==> src/rtl/vga_timing_pkg.sv <==
// 640x480@60 VGA timing constants shared by the sync generator and the game renderers.
package vga_timing_pkg;

  localparam int CLK_DIV   = 4;
  localparam int H_DISPLAY = 640;
  localparam int H_FRONT   = 16;
  localparam int H_SYNC    = 96;
  localparam int H_BACK    = 48;
  localparam int H_TOTAL   = H_DISPLAY + H_FRONT + H_SYNC + H_BACK;
  localparam int V_DISPLAY = 480;
  localparam int V_FRONT   = 10;
  localparam int V_SYNC    = 2;
  localparam int V_BACK    = 33;
  localparam int V_TOTAL   = V_DISPLAY + V_FRONT + V_SYNC + V_BACK;
  localparam int TICK_LINE = 481;

  localparam int H_SYNC_START = H_DISPLAY + H_FRONT;
  localparam int H_SYNC_END   = H_SYNC_START + H_SYNC - 1;
  localparam int V_SYNC_START = V_DISPLAY + V_FRONT;
  localparam int V_SYNC_END   = V_SYNC_START + V_SYNC - 1;

  localparam int SCREEN_X_MAX = H_DISPLAY - 1;
  localparam int SCREEN_Y_MAX = V_DISPLAY - 1;

  function automatic logic in_range(logic [9:0] v, logic [9:0] lo, logic [9:0] hi);
    return (v >= lo) && (v <= hi);
  endfunction

endpackage

==> src/rtl/vga_sync_pixel_tick_gen.sv <==
// Mod-CLK_DIV divider producing a registered one-clk pixel-advance pulse.
module pixel_tick_gen #(
  parameter int CLK_DIV = 4
) (
  input  logic clk,
  input  logic reset_n,
  output logic p_tick
);
  localparam int DW = (CLK_DIV > 1) ? $clog2(CLK_DIV) : 1;
  localparam logic [DW-1:0] DIV_MAX = DW'(CLK_DIV - 1);

  logic [DW-1:0] div_q, div_d;
  logic          p_tick_q;

  assign div_d  = (div_q == DIV_MAX) ? '0 : div_q + 1'b1;
  assign p_tick = p_tick_q;

  // The pulse is the registered terminal count, so it lands on the clk the divider wraps.
  always_ff @(posedge clk or negedge reset_n) begin
    if (!reset_n) begin
      div_q    <= '0;
      p_tick_q <= 1'b0;
    end else begin
      div_q    <= div_d;
      p_tick_q <= (div_q == DIV_MAX);
    end
  end

endmodule

==> src/rtl/vga_sync.sv <==
// VGA scan generator: pixel counters, registered syncs and a once-per-frame tick.
import vga_timing_pkg::*;

module vga_sync #(
  parameter int CLK_DIV   = vga_timing_pkg::CLK_DIV,
  parameter int H_DISPLAY = vga_timing_pkg::H_DISPLAY,
  parameter int H_FRONT   = vga_timing_pkg::H_FRONT,
  parameter int H_SYNC    = vga_timing_pkg::H_SYNC,
  parameter int H_BACK    = vga_timing_pkg::H_BACK,
  parameter int V_DISPLAY = vga_timing_pkg::V_DISPLAY,
  parameter int V_FRONT   = vga_timing_pkg::V_FRONT,
  parameter int V_SYNC    = vga_timing_pkg::V_SYNC,
  parameter int V_BACK    = vga_timing_pkg::V_BACK,
  parameter int TICK_LINE = vga_timing_pkg::TICK_LINE
) (
  input  logic       clk,
  input  logic       reset_n,
  output logic       p_tick,
  output logic [9:0] x,
  output logic [9:0] y,
  output logic       video_on,
  output logic       hsync,
  output logic       vsync,
  output logic       frame_tick
);
  localparam logic [9:0] X_MAX    = 10'(H_DISPLAY + H_FRONT + H_SYNC + H_BACK - 1);
  localparam logic [9:0] Y_MAX    = 10'(V_DISPLAY + V_FRONT + V_SYNC + V_BACK - 1);
  localparam logic [9:0] HS_START = 10'(H_DISPLAY + H_FRONT);
  localparam logic [9:0] HS_END   = 10'(H_DISPLAY + H_FRONT + H_SYNC - 1);
  localparam logic [9:0] VS_START = 10'(V_DISPLAY + V_FRONT);
  localparam logic [9:0] VS_END   = 10'(V_DISPLAY + V_FRONT + V_SYNC - 1);
  localparam logic [9:0] X_VIS    = 10'(H_DISPLAY);
  localparam logic [9:0] Y_VIS    = 10'(V_DISPLAY);
  localparam logic [9:0] Y_TICK   = 10'(TICK_LINE);

  logic [9:0] x_q, x_d, y_q, y_d;
  logic       hsync_q, vsync_q, frame_tick_q;

  pixel_tick_gen #(.CLK_DIV(CLK_DIV)) u_tick (
    .clk    (clk),
    .reset_n(reset_n),
    .p_tick (p_tick)
  );

  always_comb begin
    x_d = x_q;
    y_d = y_q;
    if (p_tick) begin
      if (x_q == X_MAX) begin
        x_d = '0;
        y_d = (y_q == Y_MAX) ? '0 : y_q + 10'd1;
      end else begin
        x_d = x_q + 10'd1;
      end
    end
  end

  // Syncs and tick decode the next-state counts so they move on the same clk as x/y.
  always_ff @(posedge clk or negedge reset_n) begin
    if (!reset_n) begin
      x_q          <= '0;
      y_q          <= '0;
      hsync_q      <= 1'b1;
      vsync_q      <= 1'b1;
      frame_tick_q <= 1'b0;
    end else begin
      x_q          <= x_d;
      y_q          <= y_d;
      hsync_q      <= !in_range(x_d, HS_START, HS_END);
      vsync_q      <= !in_range(y_d, VS_START, VS_END);
      frame_tick_q <= p_tick && (x_d == '0) && (y_d == Y_TICK);
    end
  end

  assign x          = x_q;
  assign y          = y_q;
  assign hsync      = hsync_q;
  assign vsync      = vsync_q;
  assign frame_tick = frame_tick_q;
  assign video_on   = (x_q < X_VIS) && (y_q < Y_VIS);

endmodule
==> config.mk <==
export PLATFORM = sky130hd
export DESIGN_NAME = vga_sync
export DESIGN_NICKNAME = d
export VERILOG_FILES = /design/src/rtl/vga_timing_pkg.sv /design/src/rtl/vga_sync_pixel_tick_gen.sv /design/src/rtl/vga_sync.sv
export SDC_FILE = /design/constraint.sdc
export NUM_CORES = 1
export LEC_CHECK = 0
export ABC_AREA = 0
export CORE_MARGIN = 1
export CORE_UTILIZATION = 51
export DETAILED_ROUTE_END_ITERATION = 12
export PLACE_DENSITY = 0.79
export SYNTH_ARGS = -nofsm -noshare
export SYNTH_HDL_FRONTEND = slang
export SYNTH_HIERARCHICAL = 1
export SYNTH_SLANG_ARGS = --single-unit
==> constraint.sdc <==
create_clock -name clk -period 2.9 [get_ports clk]
set_clock_uncertainty 0.05 [all_clocks]
set_input_delay 0.87 -clock clk [delete_from_list [all_inputs] [get_ports clk]]
set_output_delay 0.87 -clock clk [all_outputs]
set_load 0.05 [all_outputs]
==> results of run 1 <==
report_power, final:
group / leakage, uW / internal [uW] / switching [uW]
sequential: 0.000342 / 363 / 0
combinational: 0.000352 / 2.06 / 6.62
clock: 0.0000210 / 76.9 / 105
kinds of logic (layout without fill, tap and decap cells):
| logic type | after synthesis | count (layout) | share of synthesized area |
|---|---|---|---|
| muxes | 1 | 1 | 0.00800 |
| AOI/OAI and AO/OA | 20 | 20 | 0.0871 |
| xor gates and xnor gates | 15 | 15 | 0.117 |
| buffers and inverters | 9 | 38 | 0.0329 |
| DFF | 26 | 26 | 0.464 |
| adders and majority gates | 4 | 4 | 0.0356 |
| and+or+nand+nor | 63 | 63 | 0.255 |
metal layers:
layer	vias up	part of all wire
met5	-	0
met4	0	0.024
met3	7	0.035
met1	566	0.49
met2	31	0.45
li1	550	-
layout by cell type (no fill, tap or decap), types with 5 or more instances in the layout:
cell type,instances
clkdlybuf4s50_1,25
nand3_1,7
dfrtp_1,24
nand2_1,15
o21ai_0,9
inv_1,5
nor2_1,8
xor2_1,5
nor3_1,8
xnor2_1,7
worst paths after layout:
path                            slack [ps]                 startpoint                   endpoint
worst max-delay path                   180    u_tick/p_tick$_DFF_PN0_                     p_tick
worst min register to register         390  u_tick/div_q[0]$_DFF_PN0_  u_tick/div_q[0]$_DFF_PN0_
min in group asynchronous              830                    reset_n             x[5]$_DFF_PN0_
max in group asynchronous             1670                    reset_n            vsync$_DFF_PN1_
worst min-delay path                   390  u_tick/div_q[0]$_DFF_PN0_  u_tick/div_q[0]$_DFF_PN0_
worst max register to register         280             x[0]$_DFF_PN0_       frame_tick$_DFF_PN0_
final cells by class:
type | count | area share
clock buffer | 4 | 0.0209
timing repair buffer | 29 | 0.162
sequential | 26 | 0.377
multi-input combinational | 103 | 0.408
tap | 30 | 0.0216
inverter | 5 | 0.0108
registers in the layout (all words and copies together), names as in the netlist:
| name | cells |
|---|---|
| x | 10 |
| hsync | 1 |
| frame_tick | 1 |
| vsync | 1 |
| y | 10 |
| u_tick/div_q | 2 |
| u_tick/p_tick | 1 |
through the flow:
step / power [uW] / utilization / instances / hold WS [ps]
floorplan: 370 / - / 138 / 353
global placement: 379 / 0.667 / 193 / 364
detailed placement: 379 / 0.667 / 193 / 377
CTS: 559 / 0.681 / 197 / 396
global route: 576 / 0.681 / 197 / 415
finish: 553 / 0.681 / 197 / 392
==> results.yml, run 1 <==
detailed_routing:
  antenna_left: 0
  wl_um: 2850
  viasPerCell: 5.86
  wl_per_cell_um: 14.5
  drtIter0Drc: 22
  drt_pass1_iterations: 4
  num_vias: 1154
  drcViolationCount: 0
min_path:
  hold_class: "flop to flop"
  hold_depth: 1
synth:
  synth_top_area_frac: 0.427
  synth_cells: 138
  synth_edf_count: 0
  synth.avg_cell_area_um2: 10.2
  yosys-top-cells-area: "dfrtp_1, xnor2_1, nand2_1, dfstp_2, ha_1"
  synthTopCellsByCount: "dfrtp_1, nand2_1, o21ai_0"
  synth_most_common_cell: "dfrtp_1"
  syn_area_um2: 1410
  postSynth.asyncResetShare: 1.00
  syn-num-nets: 144
  ys_types: 40
  synth-seq-cells: 26
  yosys.area.top_type: "dfrtp_1"
  ys.flop_type: "dfrtp_1"
  yosysSeqAreaShare: 0.464
  yosysWarnings: 6
worst_setup_path:
  crit_path_max_fanout: 13
  critPathTopFamily: "buffers and inverters"
  arrival_ps: 1800
  path_buf_inv: 1
  start_kind: "flop"
  criticalPathCategory: "flop to output pin"
  crit_slowest_cell: "clkdlybuf4s50_1"
  critical_path.max_stage_delay_ps: 880
  cp-end-kind: "output pin"
  cp_num_cells: 1
  critPathRequiredTime_ps: 1980
  crit_chain: "clkdlybuf4s50_1"
  reg2reg_depth: 7
grt:
  antenna_found_initial: 0
  grt_pass1_vias: 987
  grt_max_degree: 27
  grt_busiest_layer: "met2"
  use_met2: 0.352
  grtUsageTotal: 0.227
  gr-total-overflow: 0
  use_met3: 0.0417
  grt_util_met1: 0.306
  grt_pass1_wl_um: 4620
cells_and_area:
  fillers: 191
  num-nets-final: 174
  n_antenna_cell: 0
  multiInputGateArea_um2: 708
  seqCellArea_um2: 653
  area_growth_pct: 23.2
  drive_above_1_share: 0.126
  final_area_um2: 1730
clock_network:
  cts_sinks: 26
  cts_tree: "done"
  cts_setup_buffers: 0
  ctsHoldBuffers: 0
  numCtsBuffers: 3
  post_cts_resized: 0
  clk_pin_slew_ps: 130
  clk_latency_ps: 320
  cts-root-buf: "clkbuf_4"
  clk_path_buf_depth: 2
  cts-htree-levels: 1
sta:
  period_minus_slack_ps: 2720
  grt_setup_unrepaired: "false"
  setup_tns_ps: 0
  finalMaxSlewViolations: 0
  max_freq_ghz: 0.368
  timing.final.ws_setup_ps: 183
  setup_viol: 0
  worst_slew_pin_slew_ps: 514
  period_share: 0.937
  final_hold_viol_count: 0
  max_slew_margin: 0.656
flow_run:
  drv_cap: 0
floorplanning:
  die-area_um2: 2970
  core_um2: 2540
  num_rows: 18
  pin_count: 27
  initial_utilization: 0.553
  die_w_um: 54.5
  die_height_um: 54.5
status:
  status: "finished clean"
pwr:
  peakVddDrop_mv: 0.362
  leakage_uw: 0.000715
  p_per_area_nw_per_um2: 319
placed_design:
  hpwlAfterDp_um: 2180
  pre_cts_ws_ps: 307
  numPortBuffers: 26
  dpl-instance-area_um2: 1700
  gp_congestion: 0.870
Power figures use the tool's default switching activity.
==> run 2, diff against run 1 <==
CORE_UTILIZATION = 35   (was 51)
PLACE_DENSITY = not set   (was 0.79)
==> results.yml, run 2 (same netlist as run 1, synthesis figures left out) <==
detailed_routing:
  drtIter0Drc: 37
  drt_pass1_iterations: 4
  drcViolationCount: 0
  wl_um: 3150
  wl_per_cell_um: 14.7
  viasPerCell: 5.32
  antenna_left: 0
  num_vias: 1139
clock_network:
  post_cts_resized: 0
  clk_latency_ps: 270
  numCtsBuffers: 3
  cts-htree-levels: 1
  cts_setup_buffers: 0
  ctsHoldBuffers: 0
  cts_sinks: 26
  cts_tree: "done"
  clk_path_buf_depth: 2
  cts-root-buf: "clkbuf_8"
  clk_pin_slew_ps: 90
worst_setup_path:
  start_kind: "flop"
  crit_path_max_fanout: 12
  criticalPathCategory: "flop to flop"
  critPathRequiredTime_ps: 3060
  cp-end-kind: "flop"
  arrival_ps: 2850
  cp-startpoint: "x[0]$_DFF_PN0_"
  rrSetupSlack_ps: 220
  r2r-start: "x[0]$_DFF_PN0_"
grt:
  gr-total-overflow: 0
  grtUsageTotal: 0.169
  grt_max_degree: 27
  grt_pass1_wl_um: 5350
  grt_pass1_vias: 1104
  antenna_found_initial: 0
cells_and_area:
  final_area_um2: 1780
  final_cell_mix: "clkdlybuf4s50_1, dfrtp_1, nand2_1, o21ai_0"
  num-nets-final: 173
  n_antenna_cell: 0
  area_growth_pct: 26.8
  fillers: 345
  layout_commonest_cell: "clkdlybuf4s50_1"
  drive_above_1_share: 0.120
sta:
  period_share: 0.926
  grt_setup_unrepaired: "false"
  final_hold_viol_count: 0
  max_slew_margin: 0.667
  setup_tns_ps: 0
  period_minus_slack_ps: 2680
  finalMaxSlewViolations: 0
  max_freq_ghz: 0.373
  worst_slew_pin_slew_ps: 498
  setup_viol: 0
placed_design:
  hpwlAfterDp_um: 2350
  gp_congestion: 0.846
  dpl-instance-area_um2: 1710
  numPortBuffers: 26
floorplanning:
  initial_utilization: 0.373
  num_rows: 22
  die_w_um: 65.4
  pin_count: 27
  die_height_um: 65.4
  die-area_um2: 4280
  core_um2: 3770
pwr:
  p_per_area_nw_per_um2: 376
  power_switching_share: 0.181
  intPower_uw: 549
  peakVddDrop_mv: 0.222
  leakage_uw: 0.000724
  clkPwrFrac: 0.446
  combPwrFrac: 0.013
  p_sw_uw: 121
  p_seq_frac: 0.541
flow_run:
  drv_cap: 0
min_path:
  hold_class: "flop to flop"
  hold_start: "u_tick/div_q[0]$_DFF_PN0_"
status:
  status: "finished clean"
## run 2: stage by stage
stage          setup WS [ps]  power, uW  hold slack (ps)  std cells  utilization
6_report                 216        670              383        214        0.473
5_1_grt                 97.5        695              407        214        0.473
4_1_cts                  233        675              386        214        0.473
3_5_place_dp             310        379              371        210        0.454
3_3_place_gp             329        379              365        210        0.454
2_1_floorplan           80.7        370              353        138            -
## run 2: power groups by stage
stage          Combinational, uW  Clock [uW]  Sequential [uW]
4_1_cts                     9.44         303              362
6_report                    8.78         299              362
2_1_floorplan           0.000258           0              370
3_3_place_gp                9.44           0              369
5_1_grt                     10.7         322              362
3_5_place_dp                9.48           0              369
## run 2: layout make-up
type                            count  area [um2]  share of cell area
Multi-Input combinational cell    103         708               0.397
Sequential cell                    26         653               0.366
Timing Repair Buffer               28         273               0.153
Tap cell                           48        60.1              0.0337
Clock buffer                        3        41.3              0.0231
Clock inverter                      1        30.0              0.0168
Inverter                            5        18.8              0.0105
## run 2: metal layers
layer  vias to the layer above  share of wire  track usage
li1                        544              -            -
met3                         7          0.023       0.0208
met2                        21           0.49        0.273
met4                         0          0.021       0.0788
met1                       567           0.46        0.223
met5                         -              0            0
## run 2: final timing paths
path                                        endpoint  cells past startpoint
setup / recovery                frame_tick$_DFF_PN0_                      8
max in group asynchronous            vsync$_DFF_PN1_                      2
hold / removal             u_tick/div_q[0]$_DFF_PN0_                      1
setup reg to reg                frame_tick$_DFF_PN0_                      8
min in group asynchronous             x[2]$_DFF_PN0_                      2
hold reg to reg            u_tick/div_q[0]$_DFF_PN0_                      1
## run 2: critical path, stage by stage, from the launching register on
cell,delay (ps)
dfrtp_1,460
ha_1,260
or4b_4,530
nor3_1,220
buf_4,210
o21ai_1,80
a22o_1,250
nor4_1,360
and3_1,210
==> run 3, diff against run 2 <==
clock period = 2.8 ns   (was 2.9 ns; I/O delays follow)
==> results.yml, run 3 (same netlist as run 1, synthesis figures left out) <==
status:
  status: "finished clean"
cells_and_area:
  layout_commonest_cell: "clkdlybuf4s50_1"
  n_antenna_cell: 0
  multiInputGateArea_um2: 708
  fillers: 351
  final_cell_mix: "clkdlybuf4s50_1, dfrtp_1, nand2_1, o21ai_0"
  drive_above_1_share: 0.132
  num-nets-final: 174
  seqCellArea_um2: 654
  area_growth_pct: 26.2
  instances_no_fill: 215
  fin_util: 0.471
pwr:
  totalPowerFinal_uw: 621
  peakVddDrop_mv: 0.224
  p_per_area_nw_per_um2: 350
  leakage_uw: 0.000721
placed_design:
  gp_congestion: 0.901
  hpwlAfterDp_um: 2290
  place_inst: 211
  numPortBuffers: 26
clock_network:
  clk_path_buf_depth: 2
  cts_setup_buffers: 0
  cts_sinks: 26
  clk_pin_slew_ps: 90
  ctsHoldBuffers: 0
  cts_tree: "done"
  numCtsBuffers: 3
  post_cts_resized: 0
  clk_latency_ps: 260
  cts-root-buf: "clkbuf_8"
  cts-htree-levels: 1
worst_setup_path:
  critPathRequiredTime_ps: 1910
  rrSetupSlack_ps: 220
  crit_path_max_fanout: 13
  reg2reg_depth: 7
  path_buf_inv: 1
  cp_num_cells: 1
  cp-end-kind: "output pin"
  critPathTopFamily: "buffers and inverters"
  crit_slowest_cell: "clkdlybuf4s50_1"
  critical_path.max_stage_delay_ps: 880
  crit_chain: "clkdlybuf4s50_1"
  criticalPathCategory: "flop to output pin"
  cp-startpoint: "u_tick/p_tick$_DFF_PN0_"
  r2r-end: "frame_tick$_DFF_PN0_"
  endpoint: "p_tick"
  r2r-start: "x[1]$_DFF_PN0_"
  start_kind: "flop"
  arrival_ps: 1740
detailed_routing:
  maxUsedRoutingLayer: "met3"
  wl_met3_um: 110
  num_vias: 1131
  viasPerCell: 5.26
  drt-met1-wl_um: 1430
  drtIter0Drc: 52
  antenna_left: 0
  wl_um: 2940
  wl_met2_um: 1390
  drt_pass1_iterations: 4
  drcViolationCount: 0
  wl_per_cell_um: 13.7
floorplanning:
  num_rows: 22
  core_um2: 3770
  die_w_um: 65.4
  initial_utilization: 0.373
  pin_count: 27
  die_height_um: 65.4
  die-area_um2: 4280
sta:
  finalMaxSlewViolations: 0
  setup_tns_ps: 0
  grt_setup_unrepaired: "false"
  worst_slew_pin_slew_ps: 508
  final_hold_viol_count: 0
  max_freq_ghz: 0.381
  period_share: 0.938
  period_minus_slack_ps: 2630
  max_slew_margin: 0.660
  setup_viol: 0
min_path:
  hold_class: "flop to flop"
grt:
  grt_max_degree: 27
  grtUsageTotal: 0.153
  gr-total-overflow: 0
  antenna_found_initial: 0
  grt_pass1_wl_um: 5060
  grt_pass1_vias: 1107
flow_run:
  drv_cap: 0
run 3: cell count changes in the layout (fill, tap and decap cells not counted):
cell / change
buf_4: +1
bufinv_16: -1
clkbuf_8: +1
dfrtp_1: -1
dfrtp_2: +1
run 3: power by group:
part           switching (uW)  internal [uW]  total [uW]
clock                     112            125         237
combinational            6.93           2.13        9.07
sequential                  0            375         375
total                     118            503         621
run 3: how the worst min path moves through the flow:
stage	startpoint	endpoint	slack, ps	cells after the start
after floorplan	u_tick/div_q[0]$_DFF_PN0_	u_tick/div_q[0]$_DFF_PN0_	350	1
after global placement	u_tick/div_q[0]$_DFF_PN0_	u_tick/div_q[0]$_DFF_PN0_	360	1
after detailed placement	u_tick/div_q[0]$_DFF_PN0_	u_tick/div_q[0]$_DFF_PN0_	370	1
after CTS	u_tick/div_q[0]$_DFF_PN0_	u_tick/div_q[0]$_DFF_PN0_	390	1
after global routing	u_tick/div_q[0]$_DFF_PN0_	u_tick/div_q[0]$_DFF_PN0_	420	1
final	u_tick/div_q[0]$_DFF_PN0_	u_tick/div_q[0]$_DFF_PN0_	380	1
run 3: final cells by class:
cell class | instances | area share
sequential | 26 | 0.368
multi-input combinational | 103 | 0.399
clock buffer | 4 | 0.0310
inverter | 5 | 0.0106
tap | 48 | 0.0338
timing repair buffer | 29 | 0.158
run 3: metal layers:
layer,track usage,vias up
met1,0.218,558
met4,0.0408,0
met2,0.241,26
li1,-,547
met3,0.0226,0
met5,0,-
run 3: per-stage QoR:
step | hold slack, ps | cell area [um2] | setup WS, ps
2_1_floorplan | 353 | 1410 | 5.60
3_3_place_gp | 364 | 1720 | 310
3_5_place_dp | 372 | 1720 | 245
4_1_cts | 388 | 1780 | 169
5_1_grt | 425 | 1780 | 94.7
6_report | 384 | 1780 | 172
